[config.mk]
export PLATFORM = sky130hd
export DESIGN_NAME = tcb_lib_misalign_splitter_flat
export DESIGN_NICKNAME = d
export VERILOG_FILES = /design/src/rtl/tcb_lib_misalign_splitter_if.sv /design/src/rtl/tcb_lib_misalign_splitter.sv /design/src/flat_wrapper.sv
export SDC_FILE = /design/constraint.sdc
export NUM_CORES = 1
export LEC_CHECK = 0
export CAP_MARGIN = 10
export CORE_MARGIN = 3
export CORE_UTILIZATION = 43
export CTS_CLUSTER_SIZE = 8
export DETAILED_ROUTE_END_ITERATION = 16
export GPL_ROUTABILITY_DRIVEN = 0
export PLACE_DENSITY_LB_ADDON = 0.2
export REMOVE_ABC_BUFFERS = 1
export SETUP_SLACK_MARGIN = 0.05
export SLEW_MARGIN = 10
export SYNTH_ARGS = -nofsm -noshare
export SYNTH_HDL_FRONTEND = slang
export SYNTH_SLANG_ARGS = --single-unit
[constraint.sdc]
create_clock -name clk -period 3.85 [get_ports clk]
set_clock_uncertainty 0.05 [all_clocks]
set_input_delay 0.5775 -clock clk [delete_from_list [all_inputs] [get_ports clk]]
set_output_delay 0.5775 -clock clk [all_outputs]
set_load 0.005 [all_outputs]
[src/rtl/tcb_lib_misalign_splitter_if.sv]
// Bundle of the subordinate-side (byte address + size) and manager-side (aligned, byte-enable) TCB signals.
// The splitter uses the slave view; the surrounding CPU/memory environment uses the master view.
interface tcb_lib_misalign_splitter_if #(
    parameter int ADR = 32,
    parameter int DAT = 32
);
    localparam int BEN = DAT/8;

    // subordinate side: REFERENCE-style request, right-justified data
    logic           sub_vld;
    logic           sub_rdy;
    logic           sub_wen;
    logic           sub_ndn;
    logic [ADR-1:0] sub_adr;
    logic [1:0]     sub_siz;
    logic [DAT-1:0] sub_wdt;
    logic [DAT-1:0] sub_rdt;
    logic           sub_err;

    // manager side: MEMORY-mode request, lane-placed data
    logic           man_vld;
    logic           man_rdy;
    logic           man_wen;
    logic [ADR-1:0] man_adr;
    logic [BEN-1:0] man_ben;
    logic [DAT-1:0] man_wdt;
    logic [DAT-1:0] man_rdt;
    logic           man_err;

    modport slave (
        input  sub_vld, sub_wen, sub_ndn, sub_adr, sub_siz, sub_wdt,
        output sub_rdy, sub_rdt, sub_err,
        output man_vld, man_wen, man_adr, man_ben, man_wdt,
        input  man_rdy, man_rdt, man_err
    );

    modport master (
        output sub_vld, sub_wen, sub_ndn, sub_adr, sub_siz, sub_wdt,
        input  sub_rdy, sub_rdt, sub_err,
        input  man_vld, man_wen, man_adr, man_ben, man_wdt,
        output man_rdy, man_rdt, man_err
    );
endinterface

[src/rtl/tcb_lib_misalign_splitter.sv]
// Turns byte-address/size TCB requests into aligned byte-enable beats, splitting bus-crossing
// accesses into two beats and merging the two read responses back into one.
module tcb_lib_misalign_splitter #(
    parameter int ADR = 32,
    parameter int DAT = 32,
    parameter int DLY = 1
)(
    input  logic clk,
    input  logic rst,
    tcb_lib_misalign_splitter_if.slave bus,
    output logic busy
);
    localparam int BEN = DAT/8;
    localparam int OFW = $clog2(BEN);

    localparam logic [0:0] IDLE   = 1'b0;
    localparam logic [0:0] SECOND = 1'b1;

    localparam logic [1:0] K_SINGLE = 2'd0;
    localparam logic [1:0] K_BEAT0  = 2'd1;
    localparam logic [1:0] K_BEAT1  = 2'd2;

    localparam logic [OFW+1:0] ONE   = {{(OFW+1){1'b0}}, 1'b1};
    localparam logic [OFW+1:0] BEN_W = BEN[OFW+1:0];

    typedef struct packed {
        logic           vld;
        logic [1:0]     kind;
        logic [OFW-1:0] off;
        logic [1:0]     siz;
        logic           ndn;
    } rsp_t;

    logic [0:0]     state, state_nxt;
    logic [OFW-1:0] off;
    logic [OFW+1:0] len, fin;
    logic           spl, hs;
    logic [ADR-1:0] base;
    logic [BEN-1:0] ben;
    logic [DAT-1:0] wdt;

    // ------------------------------------------------------------ request side
    assign off  = bus.sub_adr[OFW-1:0];
    assign len  = ONE << bus.sub_siz;
    assign fin  = {2'b00, off} + len;
    assign spl  = fin > BEN_W;
    assign base = {bus.sub_adr[ADR-1:OFW], {OFW{1'b0}}};

    // Lane data is identical for both beats; only the enable mask differs, and
    // disabled lanes are zeroed so each beat carries just its own bytes.
    for (genvar l = 0; l < BEN; l++) begin : g_wlane
        logic [OFW-1:0] k, idx;
        logic           in_acc;
        assign k      = OFW'(l) - off;
        assign in_acc = {2'b00, k} < len;
        assign idx    = bus.sub_ndn ? (len[OFW-1:0] - OFW'(1) - k) : k;
        assign ben[l] = in_acc && ((state == SECOND) ? (OFW'(l) < off) : (OFW'(l) >= off));
        assign wdt[8*l +: 8] = ben[l] ? bus.sub_wdt[8*idx +: 8] : 8'h00;
    end

    assign bus.man_vld = (state == SECOND) | bus.sub_vld;
    assign bus.man_wen = bus.sub_wen;
    assign bus.man_adr = base + ((state == SECOND) ? ADR'(BEN) : '0);
    assign bus.man_ben = ben;
    assign bus.man_wdt = wdt;
    assign bus.sub_rdy = ((state == IDLE) && spl) ? 1'b0 : bus.man_rdy;

    assign hs   = bus.man_vld & bus.man_rdy;
    assign busy = (state == SECOND);

    always_comb begin
        state_nxt = state;
        case (state)
            IDLE:    if (hs && spl) state_nxt = SECOND;
            SECOND:  if (hs)        state_nxt = IDLE;
            default:                state_nxt = IDLE;
        endcase
    end

    always_ff @(posedge clk or posedge rst) begin
        if (rst) state <= IDLE;
        else     state <= state_nxt;
    end

    // ------------------------------------------------------------ response tracking
    rsp_t           ent;
    rsp_t [DLY:1]   pipe;
    rsp_t           ex;
    logic [DAT-1:0] hold;
    logic           err_hold;

    always_comb begin
        ent      = '0;
        ent.vld  = hs;
        ent.kind = (state == SECOND) ? K_BEAT1 : (spl ? K_BEAT0 : K_SINGLE);
        ent.off  = off;
        ent.siz  = bus.sub_siz;
        ent.ndn  = bus.sub_ndn;
    end

    always_ff @(posedge clk or posedge rst) begin
        if (rst) begin
            pipe <= '0;
        end else begin
            pipe[1] <= ent;
            for (int i = 2; i <= DLY; i++) pipe[i] <= pipe[i-1];
        end
    end

    assign ex = pipe[DLY];

    always_ff @(posedge clk or posedge rst) begin
        if (rst) begin
            hold     <= '0;
            err_hold <= 1'b0;
        end else if (ex.vld && ex.kind == K_BEAT0) begin
            hold     <= bus.man_rdt;
            err_hold <= bus.man_err;
        end
    end

    logic [DAT-1:0] src, rdt;
    logic [OFW+1:0] ex_len;
    logic           rsp_on;

    assign ex_len = ONE << ex.siz;

    // Beat 0 delivered the lanes at and above the offset; beat 1 the wrapped low lanes.
    for (genvar l = 0; l < BEN; l++) begin : g_src
        assign src[8*l +: 8] = (ex.kind == K_BEAT1 && OFW'(l) >= ex.off) ? hold[8*l +: 8]
                                                                          : bus.man_rdt[8*l +: 8];
    end

    for (genvar j = 0; j < BEN; j++) begin : g_rlane
        logic [OFW-1:0] kk, lane;
        assign kk   = ex.ndn ? (ex_len[OFW-1:0] - OFW'(1) - OFW'(j)) : OFW'(j);
        assign lane = ex.off + kk;
        assign rdt[8*j +: 8] = ({2'b00, OFW'(j)} < ex_len) ? src[8*lane +: 8] : 8'h00;
    end

    assign rsp_on      = ex.vld && (ex.kind != K_BEAT0);
    assign bus.sub_rdt = rsp_on ? rdt : '0;
    assign bus.sub_err = rsp_on & ((ex.kind == K_BEAT1) ? (err_hold | bus.man_err) : bus.man_err);

    assert property (@(posedge clk) disable iff (rst) bus.sub_vld |-> (32'(bus.sub_siz) <= OFW));

endmodule

[src/flat_wrapper.sv]
// flat-port wrapper written by rule: the top's interface ports become plain ports
module tcb_lib_misalign_splitter_flat 
#(
    parameter int ADR = 32,
    parameter int DAT = 32,
    parameter int DLY = 1
)
  (clk, rst, busy, bus_sub_vld, bus_sub_wen, bus_sub_ndn, bus_sub_adr, bus_sub_siz, bus_sub_wdt, bus_sub_rdy, bus_sub_rdt, bus_sub_err, bus_man_vld, bus_man_wen, bus_man_adr, bus_man_ben, bus_man_wdt, bus_man_rdy, bus_man_rdt, bus_man_err);
  tcb_lib_misalign_splitter_if #(.ADR(ADR), .DAT(DAT)) bus_i ();
  input  logic clk;
  input  logic rst;
  output logic busy;
  input wire logic [$bits(bus_i.sub_vld)-1:0] bus_sub_vld;
  input wire logic [$bits(bus_i.sub_wen)-1:0] bus_sub_wen;
  input wire logic [$bits(bus_i.sub_ndn)-1:0] bus_sub_ndn;
  input wire logic [$bits(bus_i.sub_adr)-1:0] bus_sub_adr;
  input wire logic [$bits(bus_i.sub_siz)-1:0] bus_sub_siz;
  input wire logic [$bits(bus_i.sub_wdt)-1:0] bus_sub_wdt;
  output wire logic [$bits(bus_i.sub_rdy)-1:0] bus_sub_rdy;
  output wire logic [$bits(bus_i.sub_rdt)-1:0] bus_sub_rdt;
  output wire logic [$bits(bus_i.sub_err)-1:0] bus_sub_err;
  output wire logic [$bits(bus_i.man_vld)-1:0] bus_man_vld;
  output wire logic [$bits(bus_i.man_wen)-1:0] bus_man_wen;
  output wire logic [$bits(bus_i.man_adr)-1:0] bus_man_adr;
  output wire logic [$bits(bus_i.man_ben)-1:0] bus_man_ben;
  output wire logic [$bits(bus_i.man_wdt)-1:0] bus_man_wdt;
  input wire logic [$bits(bus_i.man_rdy)-1:0] bus_man_rdy;
  input wire logic [$bits(bus_i.man_rdt)-1:0] bus_man_rdt;
  input wire logic [$bits(bus_i.man_err)-1:0] bus_man_err;
  assign bus_i.sub_vld = bus_sub_vld;
  assign bus_i.sub_wen = bus_sub_wen;
  assign bus_i.sub_ndn = bus_sub_ndn;
  assign bus_i.sub_adr = bus_sub_adr;
  assign bus_i.sub_siz = bus_sub_siz;
  assign bus_i.sub_wdt = bus_sub_wdt;
  assign bus_sub_rdy = bus_i.sub_rdy;
  assign bus_sub_rdt = bus_i.sub_rdt;
  assign bus_sub_err = bus_i.sub_err;
  assign bus_man_vld = bus_i.man_vld;
  assign bus_man_wen = bus_i.man_wen;
  assign bus_man_adr = bus_i.man_adr;
  assign bus_man_ben = bus_i.man_ben;
  assign bus_man_wdt = bus_i.man_wdt;
  assign bus_i.man_rdy = bus_man_rdy;
  assign bus_i.man_rdt = bus_man_rdt;
  assign bus_i.man_err = bus_man_err;
  tcb_lib_misalign_splitter #(.ADR(ADR), .DAT(DAT), .DLY(DLY)) u_core (.clk(clk), .rst(rst), .bus(bus_i), .busy(busy));
endmodule
==> flow_summary.json, run 1 <==
{
  "slew_viol_final": 0,
  "post_drt_wl_per_cell_um": 17.89,
  "grt.total_usage": 0.2281,
  "final_cell_count_no_fill": 809,
  "viasPerCell": 5.436,
  "cp_max_fo": 7,
  "critPathCaptureType": "primary output",
  "seq_area_frac_synth": 0.2261,
  "path_class": "input port to primary output",
  "clk_latency_ns": 0.29,
  "max_freq_mhz": 270.8,
  "start_util": 0.4462,
  "finalHoldViolCount": 0,
  "finalPower_uw": 2745,
  "critPathSlowestCell": "mux4_1",
  "area_delta_synth_final_pct": 54.99,
  "cts-hold-fix-buffers": 0,
  "numCtsBuffers": 5,
  "p_leak_uw": 0.003113,
  "ant_nets": 0,
  "cp-start-kind": "input port",
  "die_x_um": 110.0,
  "die_area_um2": 12090,
  "first_iter_violations": 158,
  "outcome": "complete, no violations",
  "final_layout_size_suffix_gt1_frac": 0.1724,
  "min_period_ns": 3.693,
  "synthArstFlopShare": 1.000,
  "synth_top_flop_cell": "dfrtp_1",
  "htreeDepth": 2,
  "arrival_ns": 3.07,
  "n_fill_cell": 838,
  "core-area_um2": 10420,
  "n_antenna_cell": 0,
  "antenna_found_initial": 0,
  "crit_path_cell_trace": "clkdlybuf4s50_1 -> inv_1 -> ha_1 -> inv_2 -> xnor2_4 -> buf_12 -> mux4_1 -> and2_1 -> clkdlybuf4s50_1",
  "cts_root_buf": "clkbuf_8",
  "io_buffer_count": 205,
  "required_ns": 3.22,
  "grt_pass1_vias": 4615,
  "grt_max_degree": 26,
  "cts_num_sinks": 42,
  "cap_violations": 0,
  "nets": 794,
  "finalSetupViolCount": 0,
  "postRouteWirelength_um": 14470,
  "ys_warn_count": 0,
  "dp_hpwl_um": 11450,
  "synth_cell_types": 51,
  "crit_top_cell": "clkdlybuf4s50_1",
  "power_density_nw_per_um2": 380.9,
  "placed_cells": 789,
  "fp.dieH_um": 110.0,
  "critical_path.max_stage_delay_ns": 0.55,
  "cts_max_path_buffers": 2,
  "irDropWorstVdd_v": 0.0001905,
  "grt_first_pass_wirelength_um": 22050,
  "num_io_pins": 210,
  "first_pass_iters": 4,
  "min_from": "u_core.hold[12]",
  "rows": 37,
  "syn_area_um2": 4648,
  "hold_class": "flip-flop to flip-flop",
  "worst_pin_slew_ns": 0.9813,
  "ys_ff_latch": 42,
  "route.detailed.drc": 0,
  "synth.avg_cell_area_um2": 10.35,
  "r2r-start": "u_core.ex[6]",
  "gr-total-overflow": 0,
  "post-route-period-util": 0.9593,
  "vias": 4398,
  "max-slew-margin-rel": 0.3451,
  "cts_tree": "yes",
  "clk_pin_slew_ns": 0.07,
  "syn-instance-count": 449,
  "startpoint": "bus_sub_adr[1]",
  "rsz0062_at_grt": "true",
  "utilization": 0.6917,
  "synth_edf_count": 0
}
-- flip-flops by register name (all words and copies together), names as in the netlist --
signal           flops
u_core.busy          1
u_core.hold         32
u_core.err_hold      1
u_core.ex            8
-- area by class of cell --
| class | instances | area, um2 | area share |
|---|---|---|---|
| clock inverter | 2 | 10.01 | 0.001389 |
| tap | 136 | 170.2 | 0.02362 |
| clock buffer | 5 | 68.82 | 0.009552 |
| timing repair buffer | 237 | 2377 | 0.3300 |
| multi-input combinational | 373 | 3473 | 0.4821 |
| sequential | 42 | 1052 | 0.1461 |
| inverter | 14 | 52.55 | 0.007294 |
-- synthesized netlist by cell type, drive strengths merged (2+ instances only) --
master | number | area share
xor2 | 16 | 0.030
nand2b | 5 | 0.0083
ha | 16 | 0.043
dfrtp | 42 | 0.23
a22o | 32 | 0.060
nand3 | 8 | 0.011
or2 | 2 | 0.0027
inv | 14 | 0.011
nor3 | 6 | 0.010
buf | 14 | 0.024
a21o | 2 | 0.0032
mux2i | 90 | 0.20
nand4 | 5 | 0.0067
and3 | 4 | 0.0054
xnor2 | 22 | 0.047
clkbuf | 7 | 0.0062
mux4 | 16 | 0.086
and4 | 2 | 0.0043
nor2b | 3 | 0.0040
mux2 | 42 | 0.10
nor2 | 27 | 0.022
nand2 | 22 | 0.018
o21ai | 6 | 0.0065
a21oi | 7 | 0.0075
and2 | 27 | 0.036
maj3 | 2 | 0.0043
-- cell families after synthesis --
group	synth area share
mux	0.3828
simple gates	0.1354
compound gates	0.08856
flops	0.2261
xor+xnor	0.07726
buf+inv	0.04172
fa+ha+maj	0.04738
other cells	0.0008068
-- stage by stage --
stage / TNS (ns) / setup WS, ns / instance area (um2) / hold slack (ns)
after global routing: -0.1504 / -0.04356 / 7204 / 0.4802
after floorplan: 0 / 0.7637 / 4511 / 0.4289
final: 0 / 0.1566 / 7204 / 0.4605
after CTS: 0 / 0.03493 / 7037 / 0.4607
after detailed placement: -0.01860 / -0.01232 / 6913 / 0.4438
after global placement: 0 / 0.04699 / 6913 / 0.4358
-- where the power goes --
group          total (uW)  switching, uW  internal (uW)  leakage (uW)
sequential            743            105            638      0.000491
clock                 270            148            122     0.0000438
combinational        1730            727           1000       0.00258
-- routing by layer --
layer | up-vias | global-route usage | wire length [um]
li1 | 2101 | - | -
met1 | 2132 | 0.2588 | 5528
met2 | 151 | 0.4424 | 7902
met3 | 14 | 0.03960 | 857
met4 | 0 | 0.04720 | 182
met5 | - | 0 | 0
-- worst max-delay path: cells and delay by family --
kind                     cells  cell delay, ns
multiplexers                 1            0.55
buffers and inverters        5            1.23
AND/OR/NAND/NOR              1            0.18
XOR/XNOR                     1            0.20
adder cells (fa/ha/maj)      1            0.32
-- placed cells by master (no fill, tap or decap), drive strengths merged, types with 3 or more instances in the layout --
cell	n
inv	14
dlymetal6s2s	5
mux4	16
clkdlybuf4s50	200
and3	4
nor2	27
nand2	22
a21oi	7
buf	30
and2	27
mux2i	90
dfrtp	42
a22o	32
xnor2	22
nand3	8
nor3	6
nand2b	5
xor2	16
clkbuf	7
nor2b	3
mux2	42
o21ai	6
nand4	5
ha	16
-- timing repair --
item	4_1_cts	5_1_grt
gates cloned	0	2
buffers inserted	4	7
endpoints found under the setup margin	19	55
resized for setup	4	18
pin swaps	0	4
-- final timing paths --
path | to | slack, ns | cells past startpoint
hold reg to reg | u_core.hold[12] | 0.46 | 1
setup reg to reg | u_core.hold[7] | 2.07 | 3
min in group asynchronous | u_core.hold[9] | 0.76 | 2
max in group asynchronous | u_core.hold[3] | 2.17 | 3
hold / removal | u_core.hold[12] | 0.46 | 1
setup / recovery | bus_man_wdt[1] | 0.16 | 9
(Power assumes the default switching activity.)
==> run 2: changes to the inputs <==
Settings changed: CELL_PAD_IN_SITES_DETAIL_PLACEMENT set to 1, CELL_PAD_IN_SITES_GLOBAL_PLACEMENT set to 2, CORE_UTILIZATION 43 to 25.
==> flow_summary.json, run 2 (synthesis results as in run 1) <==
{
  "worst_pin_slew_ns": 0.7669,
  "power_density_nw_per_um2": 395.1,
  "grt_max_degree": 43,
  "num_io_pins": 210,
  "hold_class": "flip-flop to flip-flop",
  "crit_top_cell": "clkdlybuf4s50_1",
  "arrival_ns": 3.15,
  "worst_slack_ns": 0.07457,
  "r2r-start": "u_core.ex[6]",
  "hold-worst-slack_ns": 0.4563,
  "cp_max_fo": 16,
  "placed_cells": 885,
  "viasPerCell": 4.862,
  "cap_violations": 0,
  "cp-start-kind": "input port",
  "dp_hpwl_um": 13430,
  "register_area_um2": 1051,
  "route.detailed.drc": 0,
  "die_area_um2": 20260,
  "fp.dieH_um": 142.4,
  "startpoint": "bus_sub_adr[0]",
  "p_switching_uw": 1037,
  "intPower_uw": 1874,
  "max-slew-margin-rel": 0.4872,
  "nets": 795,
  "regMostFlops": "u_core.hold",
  "outcome": "complete, no violations",
  "rows": 49,
  "htreeDepth": 2,
  "final_layout_size_suffix_gt1_frac": 0.1719,
  "rsz0062_at_grt": "true",
  "finalHoldViolCount": 0,
  "cts_root_buf": "clkbuf_16",
  "first_iter_violations": 101,
  "p_leak_uw": 0.003189,
  "p_comb_frac": 0.599,
  "slew_viol_final": 0,
  "core-area_um2": 18090,
  "layout_commonest_cell": "clkdlybuf4s50_1",
  "multi_input_area_um2": 3478,
  "post_drt_wl_per_cell_um": 18.20,
  "max_freq_mhz": 264.9,
  "pwr-share-clk": 0.145,
  "pre_cts_ws_ns": -0.06864,
  "gr-total-overflow": 0,
  "finalSetupViolCount": 0,
  "cts_max_path_buffers": 2,
  "first_pass_iters": 4,
  "final_cell_count_no_fill": 904,
  "numCtsBuffers": 5,
  "critPathCaptureType": "primary output",
  "grt_first_pass_wirelength_um": 25500,
  "path_class": "input port to primary output",
  "ant_nets": 0,
  "clk_latency_ns": 0.29,
  "start_util": 0.2570,
  "antenna_found_initial": 0,
  "vias": 4395,
  "grt_pass1_vias": 4924,
  "cts_num_sinks": 42,
  "n_fill_cell": 2023,
  "clk_pin_slew_ns": 0.06,
  "p_sw_frac": 0.3561,
  "io_buffer_count": 205,
  "most-common-layout-cells": "196 x clkdlybuf4s50_1, 88 x mux2i_1, 42 x mux2_2, 42 x dfrtp_1, 32 x a22o_1",
  "required_ns": 3.22,
  "min_period_ns": 3.775,
  "cts_tree": "yes",
  "largest_reg_flops": 32,
  "post-route-period-util": 0.9806,
  "n_antenna_cell": 0,
  "critical_path.max_stage_delay_ns": 0.53,
  "die_x_um": 142.4,
  "min_from": "u_core.hold[23]",
  "grt.total_usage": 0.1560,
  "irDropWorstVdd_v": 0.0001935,
  "crit_path_cell_trace": "clkdlybuf4s50_1 -> inv_1 -> ha_1 -> xor2_1 -> nand2_1 -> xnor2_2 -> buf_12 -> mux2_2 -> nor2_1 -> clkdlybuf4s50_1",
  "postRouteWirelength_um": 16450,
  "pwr-share-seq": 0.256,
  "area_delta_synth_final_pct": 58.49,
  "critPathSlowestCell": "clkdlybuf4s50_1"
}
-- run 2: changes by cell type in the layout (fill, tap and decap cells not counted), moves of 2 or more --
cell	change
xor2_1	+2
buf_4	+2
dlygate4sd2_1	+3
clkbuf_16	+3
nor2_2	+4
clkbuf_8	-5
nor2_1	-4
clkdlybuf4s50_1	-4
xor2_2	-2
-- run 2: layout make-up --
cell class / count / area share
Clock inverter: 3 / 0.002887
Sequential cell: 42 / 0.1427
Clock buffer: 5 / 0.01698
Multi-Input combinational cell: 373 / 0.4721
Tap cell: 229 / 0.03889
Inverter: 14 / 0.007133
Timing Repair Buffer: 238 / 0.3193
-- run 2: path summary, 6_finish.rpt --
| path | to | slack (ns) | cells after the start |
|---|---|---|---|
| hold / removal | u_core.hold[23] | 0.46 | 1 |
| max in group asynchronous | u_core.hold[31] | 2.66 | 3 |
| setup / recovery | bus_man_wdt[29] | 0.07 | 10 |
| hold reg to reg | u_core.hold[23] | 0.46 | 1 |
| setup reg to reg | u_core.hold[4] | 1.87 | 3 |
| min in group asynchronous | u_core.hold[15] | 0.70 | 3 |
-- run 2: power groups by stage --
stage	logic (uW)	registers [uW]	clock network, uW
2_1_floorplan	908	728	0
3_3_place_gp	1700	736	0
3_5_place_dp	1740	751	0
4_1_cts	1760	744	437
5_1_grt	1890	767	459
6_report	1740	745	422
-- run 2: what timing repair did --
action | in CTS | in global routing
hold buffers | 0 | 0
endpoints found under the setup margin | 22 | 55
pin swaps | 1 | 0
buffers inserted | 7 | 4
gates resized for setup | 8 | 17
-- run 2: layer usage --
| metal | vias to the layer above | wire [um] | track usage |
|---|---|---|---|
| li1 | 2103 | - | - |
| met1 | 2128 | 6903 | 0.1872 |
| met2 | 149 | 8062 | 0.2745 |
| met3 | 15 | 1269 | 0.05040 |
| met4 | 0 | 212 | 0.03152 |
| met5 | - | 0 | 0 |
-- run 2: through the flow --
| step | area [um2] | util | power [uW] | TNS (ns) |
|---|---|---|---|---|
| 2_1_floorplan | 4511 | - | 1635 | 0 |
| 3_3_place_gp | 7052 | 0.3899 | 2439 | -0.03575 |
| 3_5_place_dp | 7052 | 0.3899 | 2491 | -0.2077 |
| 4_1_cts | 7267 | 0.4018 | 2944 | 0 |
| 5_1_grt | 7367 | 0.4073 | 3116 | -0.04268 |
| 6_report | 7367 | 0.4073 | 2911 | 0 |
-- run 2: critical path, delay by kind of cell --
family | cells | cell delay, ns
muxes | 1 | 0.35
xor gates and xnor gates | 2 | 0.35
buffers and inverters | 4 | 1.37
and+or+nand+nor | 2 | 0.24
adders and majority gates | 1 | 0.26
==> run 3: changes to the inputs <==
Settings changed: SLEW_MARGIN 10 to 20.
Clock period 3.85 ns to 3.5 ns, I/O delays scaled along.
==> flow_summary.json, run 3 (synthesis results as in run 1) <==
{
  "fin_tns_setup_ns": 0,
  "min_path_cells": 1,
  "area_delta_synth_final_pct": 66.92,
  "cp_max_fo": 6,
  "num_io_pins": 210,
  "final_layout_size_suffix_gt1_frac": 0.2271,
  "hold-worst-slack_ns": 0.4558,
  "hold_class": "flip-flop to flip-flop",
  "p_leak_uw": 0.003722,
  "grt_first_pass_wirelength_um": 26200,
  "most-common-layout-cells": "162 x clkdlybuf4s50_1, 88 x mux2i_1, 59 x buf_4",
  "grt.total_usage": 0.1597,
  "gr-total-overflow": 0,
  "worst_pin_slew_ns": 0.8204,
  "critPathCaptureType": "primary output",
  "min_period_ns": 3.379,
  "r2r-start": "u_core.ex[6]",
  "fp.dieH_um": 142.4,
  "cts_max_path_buffers": 2,
  "arrival_ns": 2.80,
  "register_area_um2": 1051,
  "power_density_nw_per_um2": 428.2,
  "p_switching_uw": 1156,
  "die_x_um": 142.4,
  "cts_root_buf": "clkbuf_16",
  "cap_violations": 0,
  "cts_num_sinks": 42,
  "p_comb_frac": 0.592,
  "n_antenna_cell": 0,
  "pre_cts_ws_ns": -0.2314,
  "clk_pin_slew_ns": 0.06,
  "p_sw_frac": 0.3479,
  "rsz0062_at_grt": "true",
  "die_area_um2": 20260,
  "postRouteWirelength_um": 17200,
  "htreeDepth": 2,
  "r2r_setup_slack_ns": 1.48,
  "multi_input_area_um2": 3508,
  "dp_hpwl_um": 13710,
  "numCtsBuffers": 5,
  "min_from": "u_core.hold[15]",
  "irDropWorstVdd_v": 0.0001689,
  "reg2reg_to": "u_core.hold[7]",
  "ant_nets": 0,
  "slew_viol_final": 0,
  "worst_slack_ns": 0.1207,
  "core-area_um2": 18090,
  "max_freq_mhz": 295.9,
  "io_buffer_count": 205,
  "max-slew-margin-rel": 0.4514,
  "clk_latency_ns": 0.29,
  "antenna_found_initial": 1,
  "first_iter_violations": 122,
  "reg2regPathDepth": 3,
  "rows": 49,
  "required_ns": 2.92,
  "grt_pass1_vias": 4997,
  "route.detailed.drc": 0,
  "post_drt_wl_per_cell_um": 18.33,
  "finalHoldViolCount": 0,
  "hold_path_end": "u_core.hold[15]",
  "post-route-period-util": 0.9655,
  "viasPerCell": 4.868,
  "regMostFlops": "u_core.hold",
  "intPower_uw": 2166,
  "pwr-share-clk": 0.160,
  "vias": 4566,
  "n_fill_cell": 2024,
  "path_class": "input port to primary output",
  "layout_commonest_cell": "clkdlybuf4s50_1",
  "start_util": 0.2570,
  "nets": 829,
  "pwr-share-seq": 0.248,
  "outcome": "complete, no violations",
  "cts_tree": "yes",
  "first_pass_iters": 4,
  "largest_reg_flops": 32,
  "finalSetupViolCount": 0,
  "cp-start-kind": "input port",
  "grt_max_degree": 43
}
## run 3: cell count changes in the layout (fill, tap and decap cells not counted), moves of 8 or more
cell	before	now
dlymetal6s2s_1	6	31
clkdlybuf4s50_1	196	162
buf_4	29	59
dlygate4sd2_1	3	11
## run 3: worst max-delay path by stage
stage | startpoint | endpoint | slack (ns) | depth (start not counted)
2_1_floorplan | bus_sub_siz[1] | bus_man_wdt[16] | 0.52 | 5
3_3_place_gp | bus_sub_siz[1] | bus_man_wdt[29] | -0.31 | 8
3_5_place_dp | bus_sub_siz[1] | bus_man_wdt[29] | -0.23 | 8
4_1_cts | bus_sub_siz[0] | bus_man_wdt[6] | 0.05 | 10
5_1_grt | bus_sub_siz[1] | bus_man_wdt[28] | 0.03 | 12
6_report | bus_sub_siz[1] | bus_man_wdt[2] | 0.12 | 11
## run 3: critical path, cell delays in order
cell and delay [ns]:
dlygate4sd2_1 0.25, nor2_2 0.13, ha_2 0.19, xor2_1 0.17, nand2_2 0.11, xnor2_4 0.21, buf_6 0.16, buf_4 0.12
mux4_2 0.50, and2_1 0.18, dlygate4sd2_1 0.26
## run 3: power groups by stage
stage,clock network (uW),logic [uW],registers (uW)
2_1_floorplan,0,999,800
3_3_place_gp,0,1910,809
3_5_place_dp,0,1950,830
4_1_cts,548,1970,823
5_1_grt,570,2130,851
6_report,531,1970,824
## run 3: cell type report
| class | count | share of cell area |
|---|---|---|
| clock buffers | 7 | 0.01709 |
| flip-flops and latches | 42 | 0.1355 |
| inverters | 14 | 0.006773 |
| clock inverters | 1 | 0.003870 |
| multi-input cells | 373 | 0.4522 |
| well taps | 229 | 0.03693 |
| repair buffers | 272 | 0.3477 |
## run 3: through the flow
step | cell area (um2) | util | power [uW] | std cells
3_5_place_dp | 7247 | 0.4007 | 2775 | 911
5_1_grt | 7759 | 0.4290 | 3555 | 938
2_1_floorplan | 4511 | - | 1799 | 429
3_3_place_gp | 7247 | 0.4007 | 2722 | 911
6_report | 7759 | 0.4290 | 3322 | 938
4_1_cts | 7518 | 0.4157 | 3345 | 927
## run 3: timing repair
action,in CTS,in global routing
pin swaps,4,6
buffers inserted,8,10
gates cloned,0,1
hold buffers,0,0
resized for setup,26,52
setup endpoints to repair,50,71
## run 3: layer usage
layer / up-vias / global-route usage / share of wire
met5: - / 0 / 0.00041
met4: 2 / 0.02401 / 0.0064
met2: 141 / 0.2852 / 0.50
met3: 11 / 0.05276 / 0.075
li1: 2177 / - / -
met1: 2235 / 0.1909 / 0.42
